File: src/rtl/uart_pkg.sv
// Shared definitions for the UART receive path.
// - Parity mode constants PAR_NONE / PAR_ODD / PAR_EVEN.
// - rx_state_t: receiver FSM state encoding.
// - cnt_width(): width of the per-bit cycle counter for a given CYCLE.
package uart_pkg;

    localparam int unsigned PAR_NONE = 0;
    localparam int unsigned PAR_ODD  = 1;
    localparam int unsigned PAR_EVEN = 2;

    typedef enum logic [2:0] {
        StIdle,
        StStart,
        StData,
        StParity,
        StStop
    } rx_state_t;

    function automatic int unsigned cnt_width(input int unsigned cycle);
        return (cycle > 1) ? $clog2(cycle) : 1;
    endfunction

endpackage

File: src/rtl/sync_fifo.sv
// Synchronous first-word-fall-through FIFO with asynchronous active-high reset.
// Ports:
//   clk, rst        clock, asynchronous active-high reset
//   push, push_data write request and data
//   pop             read request (ignored while empty)
//   pop_data        head entry, valid whenever empty=0
//   full, empty     occupancy flags
//   count           number of occupied entries
//   drop            a push was refused because the FIFO was full with no pop
module sync_fifo #(
    parameter int unsigned WIDTH = 8,
    parameter int unsigned DEPTH = 16
) (
    input  logic                     clk,
    input  logic                     rst,
    input  logic                     push,
    input  logic [WIDTH-1:0]         push_data,
    input  logic                     pop,
    output logic [WIDTH-1:0]         pop_data,
    output logic                     full,
    output logic                     empty,
    output logic [$clog2(DEPTH):0]   count,
    output logic                     drop
);

    localparam int unsigned AW = $clog2(DEPTH);

    logic [WIDTH-1:0] mem_q [DEPTH];
    logic [AW-1:0]    wr_ptr_q;
    logic [AW-1:0]    rd_ptr_q;
    logic [AW:0]      count_q;
    logic             push_ok;
    logic             pop_ok;

    assign full  = (count_q == (AW+1)'(DEPTH));
    assign empty = (count_q == '0);

    // A pop frees the slot the simultaneous push writes into, so full+pop still accepts.
    assign pop_ok  = pop & ~empty;
    assign push_ok = push & (~full | pop_ok);
    assign drop    = push & full & ~pop_ok;

    assign pop_data = mem_q[rd_ptr_q];
    assign count    = count_q;

    always_ff @(posedge clk) begin
        if (push_ok) begin
            mem_q[wr_ptr_q] <= push_data;
        end
    end

    always_ff @(posedge clk or posedge rst) begin
        if (rst) begin
            wr_ptr_q <= '0;
            rd_ptr_q <= '0;
            count_q  <= '0;
        end else begin
            if (push_ok) wr_ptr_q <= wr_ptr_q + 1'b1;
            if (pop_ok)  rd_ptr_q <= rd_ptr_q + 1'b1;
            case ({push_ok, pop_ok})
                2'b10:   count_q <= count_q + 1'b1;
                2'b01:   count_q <= count_q - 1'b1;
                default: count_q <= count_q;
            endcase
        end
    end

endmodule

File: src/rtl/uart_rx_fifo.sv
// Parametrised UART receiver with majority-vote sampling, false-start rejection,
// parity/stop error flags and a FWFT output FIFO drained over valid/ready.
// Ports:
//   clk, rst         clock, asynchronous active-high reset
//   rx               serial line (asynchronous)
//   enable           receiver enable; low aborts any frame in progress
//   rx_data          head entry data
//   rx_frame_err     head entry stop-bit error
//   rx_parity_err    head entry parity error
//   rx_data_valid    FIFO not empty
//   rx_data_ready    consumer accepts head entry
//   overrun          sticky: a word was dropped on a full FIFO
//   overrun_clr      clears overrun (a same-cycle new overrun wins)
//   fifo_count       occupied entries
//   rx_busy          frame reception in progress
module uart_rx_fifo
    import uart_pkg::*;
#(
    parameter int unsigned CLK_FREQ   = 100_000_000,
    parameter int unsigned BAUD_RATE  = 115_200,
    parameter int unsigned DATA_BITS  = 8,
    parameter int unsigned PARITY     = 0,
    parameter int unsigned STOP_BITS  = 1,
    parameter int unsigned FIFO_DEPTH = 16
) (
    input  logic                          clk,
    input  logic                          rst,
    input  logic                          rx,
    input  logic                          enable,
    output logic [DATA_BITS-1:0]          rx_data,
    output logic                          rx_frame_err,
    output logic                          rx_parity_err,
    output logic                          rx_data_valid,
    input  logic                          rx_data_ready,
    output logic                          overrun,
    input  logic                          overrun_clr,
    output logic [$clog2(FIFO_DEPTH):0]   fifo_count,
    output logic                          rx_busy
);

    localparam int unsigned CYCLE = CLK_FREQ / BAUD_RATE;
    localparam int unsigned HALF  = CYCLE / 2;
    localparam int unsigned CW    = cnt_width(CYCLE);
    localparam int unsigned WIDTH = DATA_BITS + 2;

    localparam logic [CW-1:0] CntPre    = CW'(HALF - 1);
    localparam logic [CW-1:0] CntMid    = CW'(HALF);
    localparam logic [CW-1:0] CntDecide = CW'(HALF + 1);
    localparam logic [CW-1:0] CntLast   = CW'(CYCLE - 1);
    localparam logic [3:0]    LastBit   = 4'(DATA_BITS - 1);
    localparam logic          StopLast  = 1'(STOP_BITS - 1);

    // Synchroniser and edge detect
    logic rx_meta_q, rxs_q, rxs_prev_q;
    logic fall_edge;

    always_ff @(posedge clk or posedge rst) begin
        if (rst) begin
            rx_meta_q  <= 1'b1;
            rxs_q      <= 1'b1;
            rxs_prev_q <= 1'b1;
        end else begin
            rx_meta_q  <= rx;
            rxs_q      <= rx_meta_q;
            rxs_prev_q <= rxs_q;
        end
    end

    assign fall_edge = rxs_prev_q & ~rxs_q;

    // Receiver state
    rx_state_t            state_q;
    logic [CW-1:0]        cnt_q;
    logic [3:0]           bit_idx_q;
    logic                 stop_idx_q;
    logic [DATA_BITS-1:0] shift_q;
    logic                 par_err_q;
    logic                 frame_err_q;
    logic                 samp_a_q, samp_b_q;
    logic                 vote;
    logic                 at_decide, at_end;
    logic                 par_calc;
    logic                 push;
    logic [WIDTH-1:0]     push_word;

    // First two vote samples; the third is rxs itself at the decision count.
    always_ff @(posedge clk or posedge rst) begin
        if (rst) begin
            samp_a_q <= 1'b1;
            samp_b_q <= 1'b1;
        end else begin
            if (cnt_q == CntPre) samp_a_q <= rxs_q;
            if (cnt_q == CntMid) samp_b_q <= rxs_q;
        end
    end

    assign vote      = (samp_a_q & samp_b_q) | (samp_a_q & rxs_q) | (samp_b_q & rxs_q);
    assign at_decide = (cnt_q == CntDecide);
    assign at_end    = (cnt_q == CntLast);

    always_comb begin
        par_calc = 1'b0;
        if (PARITY == PAR_ODD) begin
            par_calc = ~(^shift_q ^ vote);
        end else if (PARITY == PAR_EVEN) begin
            par_calc = ^shift_q ^ vote;
        end
    end

    assign push = enable && (state_q == StStop) && at_decide && (stop_idx_q == StopLast);
    assign push_word = {par_err_q, frame_err_q | ~vote, shift_q};

    always_ff @(posedge clk or posedge rst) begin
        if (rst) begin
            state_q     <= StIdle;
            cnt_q       <= '0;
            bit_idx_q   <= '0;
            stop_idx_q  <= 1'b0;
            shift_q     <= '0;
            par_err_q   <= 1'b0;
            frame_err_q <= 1'b0;
        end else if (!enable) begin
            state_q <= StIdle;
            cnt_q   <= '0;
        end else begin
            case (state_q)
                StIdle: begin
                    cnt_q <= '0;
                    if (fall_edge) begin
                        state_q     <= StStart;
                        bit_idx_q   <= '0;
                        stop_idx_q  <= 1'b0;
                        par_err_q   <= 1'b0;
                        frame_err_q <= 1'b0;
                    end
                end
                StStart: begin
                    if (at_decide && vote) begin
                        state_q <= StIdle;
                        cnt_q   <= '0;
                    end else if (at_end) begin
                        state_q <= StData;
                        cnt_q   <= '0;
                    end else begin
                        cnt_q <= cnt_q + 1'b1;
                    end
                end
                StData: begin
                    if (at_decide) shift_q <= {vote, shift_q[DATA_BITS-1:1]};
                    if (at_end) begin
                        cnt_q <= '0;
                        if (bit_idx_q == LastBit) begin
                            state_q <= (PARITY == PAR_NONE) ? StStop : StParity;
                        end else begin
                            bit_idx_q <= bit_idx_q + 1'b1;
                        end
                    end else begin
                        cnt_q <= cnt_q + 1'b1;
                    end
                end
                StParity: begin
                    if (at_decide) par_err_q <= par_calc;
                    if (at_end) begin
                        state_q <= StStop;
                        cnt_q   <= '0;
                    end else begin
                        cnt_q <= cnt_q + 1'b1;
                    end
                end
                StStop: begin
                    if (at_decide && stop_idx_q == StopLast) begin
                        // Leave mid-bit; a start edge already seen here begins the next frame.
                        cnt_q <= '0;
                        if (fall_edge) begin
                            state_q     <= StStart;
                            bit_idx_q   <= '0;
                            stop_idx_q  <= 1'b0;
                            par_err_q   <= 1'b0;
                            frame_err_q <= 1'b0;
                        end else begin
                            state_q <= StIdle;
                        end
                    end else if (at_decide) begin
                        if (!vote) frame_err_q <= 1'b1;
                        cnt_q <= cnt_q + 1'b1;
                    end else if (at_end) begin
                        stop_idx_q <= 1'b1;
                        cnt_q      <= '0;
                    end else begin
                        cnt_q <= cnt_q + 1'b1;
                    end
                end
                default: begin
                    state_q <= StIdle;
                    cnt_q   <= '0;
                end
            endcase
        end
    end

    assign rx_busy = (state_q != StIdle);

    // Output FIFO
    logic [WIDTH-1:0] head;
    logic             fifo_full, fifo_empty, fifo_drop, pop;
    logic             overrun_q;

    assign pop = rx_data_valid & rx_data_ready;

    sync_fifo #(
        .WIDTH (WIDTH),
        .DEPTH (FIFO_DEPTH)
    ) u_fifo (
        .clk       (clk),
        .rst       (rst),
        .push      (push),
        .push_data (push_word),
        .pop       (pop),
        .pop_data  (head),
        .full      (fifo_full),
        .empty     (fifo_empty),
        .count     (fifo_count),
        .drop      (fifo_drop)
    );

    always_ff @(posedge clk or posedge rst) begin
        if (rst) begin
            overrun_q <= 1'b0;
        end else if (fifo_drop) begin
            overrun_q <= 1'b1;
        end else if (overrun_clr) begin
            overrun_q <= 1'b0;
        end
    end

    assign overrun       = overrun_q;
    assign rx_data_valid = ~fifo_empty;
    // Storage is not reset, so mask the head while empty to present zeros.
    assign rx_data       = rx_data_valid ? head[DATA_BITS-1:0] : '0;
    assign rx_frame_err  = rx_data_valid & head[DATA_BITS];
    assign rx_parity_err = rx_data_valid & head[DATA_BITS+1];

    logic unused_full;
    assign unused_full = fifo_full;

endmodule

File: config.mk
export PLATFORM = sky130hd
export DESIGN_NAME = uart_rx_fifo
export DESIGN_NICKNAME = d
export VERILOG_FILES = /design/src/rtl/uart_pkg.sv /design/src/rtl/sync_fifo.sv /design/src/rtl/uart_rx_fifo.sv
export SDC_FILE = /design/constraint.sdc
export NUM_CORES = 1
export LEC_CHECK = 0
export CAP_MARGIN = 0
export CORE_MARGIN = 5
export CORE_UTILIZATION = 45
export DETAILED_ROUTE_END_ITERATION = 8
export SLEW_MARGIN = 10
export SYNTH_ARGS = -nofsm -noshare
export SYNTH_HDL_FRONTEND = slang
export SYNTH_SLANG_ARGS = --single-unit
File: constraint.sdc
create_clock -name clk -period 2.41 [get_ports clk]
set_input_delay 0.482 -clock clk [delete_from_list [all_inputs] [get_ports clk]]
set_output_delay 0.482 -clock clk [all_outputs]
set_load 0.01 [all_outputs]
==> flow_summary.yaml <==
synth:
  ys_async_sr_fraction: 0.242
  synth_area_um2: 8070
  ys.flop_type: "edfxtp_1"
  seq_area_frac_synth: 0.679
  synth_top_area_cell: "edfxtp_1"
  netlist_instances: 473
  synth.top_cell.area_share: 0.536
  synthDistinctLibCells: 57
  synthTopCellsByArea: "edfxtp_1 54%, dfrtp_1 13%, mux4_2 13%"
  synth-edff-count: 144
  syn_nets: 490
  avgSynthCellArea_um2: 17.1
  yosys_warnings: 0
  netlist_top_cells_count: "144 x edfxtp_1, 45 x mux4_2, 41 x dfrtp_1"
  ys_ff_latch: 190
  yosysMostFrequentCell: "edfxtp_1"
worst_setup_path:
  cp_cell_sequence: "buf_6 -> buf_12 -> buf_6 -> mux4_2 -> mux4_2 -> nor2b_4 -> buf_6"
  cp-end-kind: "output port"
  worst-setup-path-type: "register to output port"
  crit_arrival_ps: 2460
  slowest_stage: "mux4_2"
  path_max_fanout: 5
  critPathRequiredTime_ps: 1930
  reg2reg_slack_ps: 170
  cp-start-kind: "register"
  rr_endpoint: "u_fifo.mem_q[14][5]"
  cpMostUsedCell: "buf_6"
  crit_buf_inv: 4
  rr_worst_depth: 7
  max_stage_delay_ps: 530
  r2r-start: "cnt_q[2]"
  crit_family: "multiplexers"
timing:
  fin_skew_ps: 9.94
  max_slew.worst_pin.slew_ps: 572
  fmax_ghz: 0.340
  relSlewSlack: 0.618
  setup_viol_count_final: 9
  post-route-min-period_ps: 2940
  whs_ps: 243
  fin_ws_ps: -528
  slew_violations: 0
  finalCritPeriodShare: 1.22
  final_hold_viol_count: 0
  rsz0062_at_grt: "true"
  fin_tns_setup_ps: -4020
floorplanning:
  fp.dieH_um: 144
  core_um2: 17800
  pin_count: 24
  die_w_um: 144
  start_util: 0.452
  dieArea_um2: 20700
  fp-row-count: 49
final_layout:
  fill_cells: 1364
  seq_area_um2: 5480
  layout.cells.non_filler: 818
  syn_to_final_growth_pct: 22.3
  nets: 593
  stdcell_area_um2: 9870
  multiInputGateArea_um2: 2460
  drive_above_1_share: 0.348
  insertedDiodeCount: 0
route:
  drt_pass1_iterations: 4
  avgViaCountPerCell: 5.48
  drc: 0
  drt_wl_total_um: 17100
  drtIter0Drc: 332
  drt-wirelength-per-cell_um: 20.9
  vias: 4486
  ant_nets: 0
placement:
  dp.cells: 770
  dpl-instance-area_um2: 9090
  dp_hpwl_um: 11600
  gp_congestion: 0.822
  dp_slack_ps: -351
  port-buffer-count: 22
clocking:
  cts_tree: "built"
  cts_buffers: 17
  ctsHoldBuffers: 0
  clk_pin_slew_worst_paths_ps: 70
  root_buffer: "clkbuf_16"
  cts.sinks: 190
  clk_latency_ps: 430
  htree_levels: 4
  cts_buffer_depth: 2
pwr:
  p_leak_nw: 3.83
  powerDensity_nw_per_um2: 901
  ir_worst_vdd_mv: 0.503
min_path:
  min_path_type: "input port to async pin"
run_status:
  violations: "setup timing"
  status: "finished, violations left"
grt:
  grt_max_degree: 23
  grt_overflow_total: 0
  grt_pass1_vias: 4660
  grtUsageTotal: 0.178
  antenna_found_initial: 0
  grt_pass1_wl_um: 27000
run:
  drv_cap: 0
-- report_power, final --
group	switching, mW	leakage [nW]	total [mW]	internal, mW
clock network	1.24	0.270	2.69	1.45
registers	0.113	2.13	3.72	3.61
logic	1.11	1.42	2.49	1.37
-- placed cells by master, fill, tap and decap left out, drive strengths merged, types with 2 or more instances in the layout --
| cell type | n |
|---|---|
| clkbuf | 20 |
| nor2b | 11 |
| nand4 | 6 |
| dfstp | 5 |
| nor3 | 2 |
| buf | 90 |
| clkinvlp | 3 |
| clkinv | 5 |
| clkdlybuf4s50 | 11 |
| and3 | 4 |
| nand3 | 7 |
| or3 | 3 |
| mux4 | 45 |
| xnor2 | 17 |
| a21bo | 2 |
| nor3b | 8 |
| mux2 | 10 |
| a21o | 3 |
| dfrtp | 41 |
| o21ai | 9 |
| and2 | 10 |
| edfxtp | 144 |
| ha | 11 |
| or2 | 2 |
| nand2 | 20 |
| a21oi | 12 |
| nor4 | 8 |
| a22oi | 2 |
| a31oi | 3 |
| inv | 25 |
| a2bb2oi | 2 |
| nor2 | 22 |
| o31ai | 5 |
| or4 | 4 |
-- metrics by stage --
step	util	power, mW
6_report	0.553	8.89
5_1_grt	0.553	9.33
4_1_cts	0.552	9.00
3_5_place_dp	0.510	5.94
3_3_place_gp	0.510	5.88
2_1_floorplan	-	5.14
-- kinds of logic (layout without fill, tap and decap cells) --
| logic type | Yosys count | count (layout) | synth area share |
|---|---|---|---|
| XOR/XNOR | 18 | 18 | 0.0195 |
| multiplexers | 55 | 55 | 0.139 |
| other | 1 | 1 | 0.000465 |
| AO/OA/AOI/OAI | 46 | 46 | 0.0415 |
| AND/OR/NAND/NOR | 112 | 112 | 0.0801 |
| flip-flops | 190 | 190 | 0.679 |
| buffers and inverters | 40 | 156 | 0.0228 |
| adder cells (fa/ha/maj) | 11 | 11 | 0.0170 |
-- worst register-to-register path, cell delays in order, from the launching register on --
cell and delay (ps):
dfrtp_1 440, and4bb_1 340, nand4_1 150, buf_4 190, nor2_1 140, nand3_1 160, nor2_1 280, buf_4 250
-- cell type report --
cell class,count,share of cell area
Clock inverter,14,0.0137
Timing Repair Buffer,104,0.102
Clock buffer,18,0.0435
Sequential cell,190,0.556
Tap cell,229,0.0290
Inverter,20,0.00761
Multi-Input combinational cell,243,0.249
-- registers in the layout (all words and copies together), names as in the netlist --
register	cells
frame_err_q	1
stop_idx_q	1
u_fifo.rd_ptr_q	4
cnt_q	10
samp_a_q	1
shift_q	8
rxs_q	1
rxs_prev_q	1
overrun	1
u_fifo.count	5
samp_b_q	1
state_q	3
rx_meta_q	1
u_fifo.mem_q	144
u_fifo.wr_ptr_q	4
bit_idx_q	4
-- what timing repair did --
action                     4_1_cts  5_1_grt
pin swaps                        1        3
cloned                           2        1
gates resized for setup         57        6
setup buffers                   12        4
setup endpoints to repair       10       39
-- worst max path at each step --
stage / start / endpoint / slack (ps) / depth (start not counted)
after global placement: u_fifo.rd_ptr_q[0] / rx_frame_err / -360 / 5
final: u_fifo.rd_ptr_q[0] / rx_data[7] / -530 / 7
after detailed placement: u_fifo.rd_ptr_q[0] / rx_frame_err / -350 / 5
after global routing: u_fifo.rd_ptr_q[0] / rx_data[3] / -580 / 7
after floorplan: enable / u_fifo.mem_q[1][0] / -240 / 5
after CTS: u_fifo.rd_ptr_q[0] / rx_data[6] / -540 / 7
-- per-layer routing --
| metal | share of wire | vias up | wire length (um) | GRT usage |
|---|---|---|---|---|
| li1 | - | 2058 | - | - |
| met1 | 0.44 | 2318 | 7510 | 0.241 |
| met2 | 0.51 | 88 | 8710 | 0.294 |
| met3 | 0.033 | 22 | 570 | 0.0313 |
| met4 | 0.019 | 0 | 332 | 0.0624 |
| met5 | 0 | - | 0 | 0 |
No activity file was read; power rests on OpenSTA's default activity.
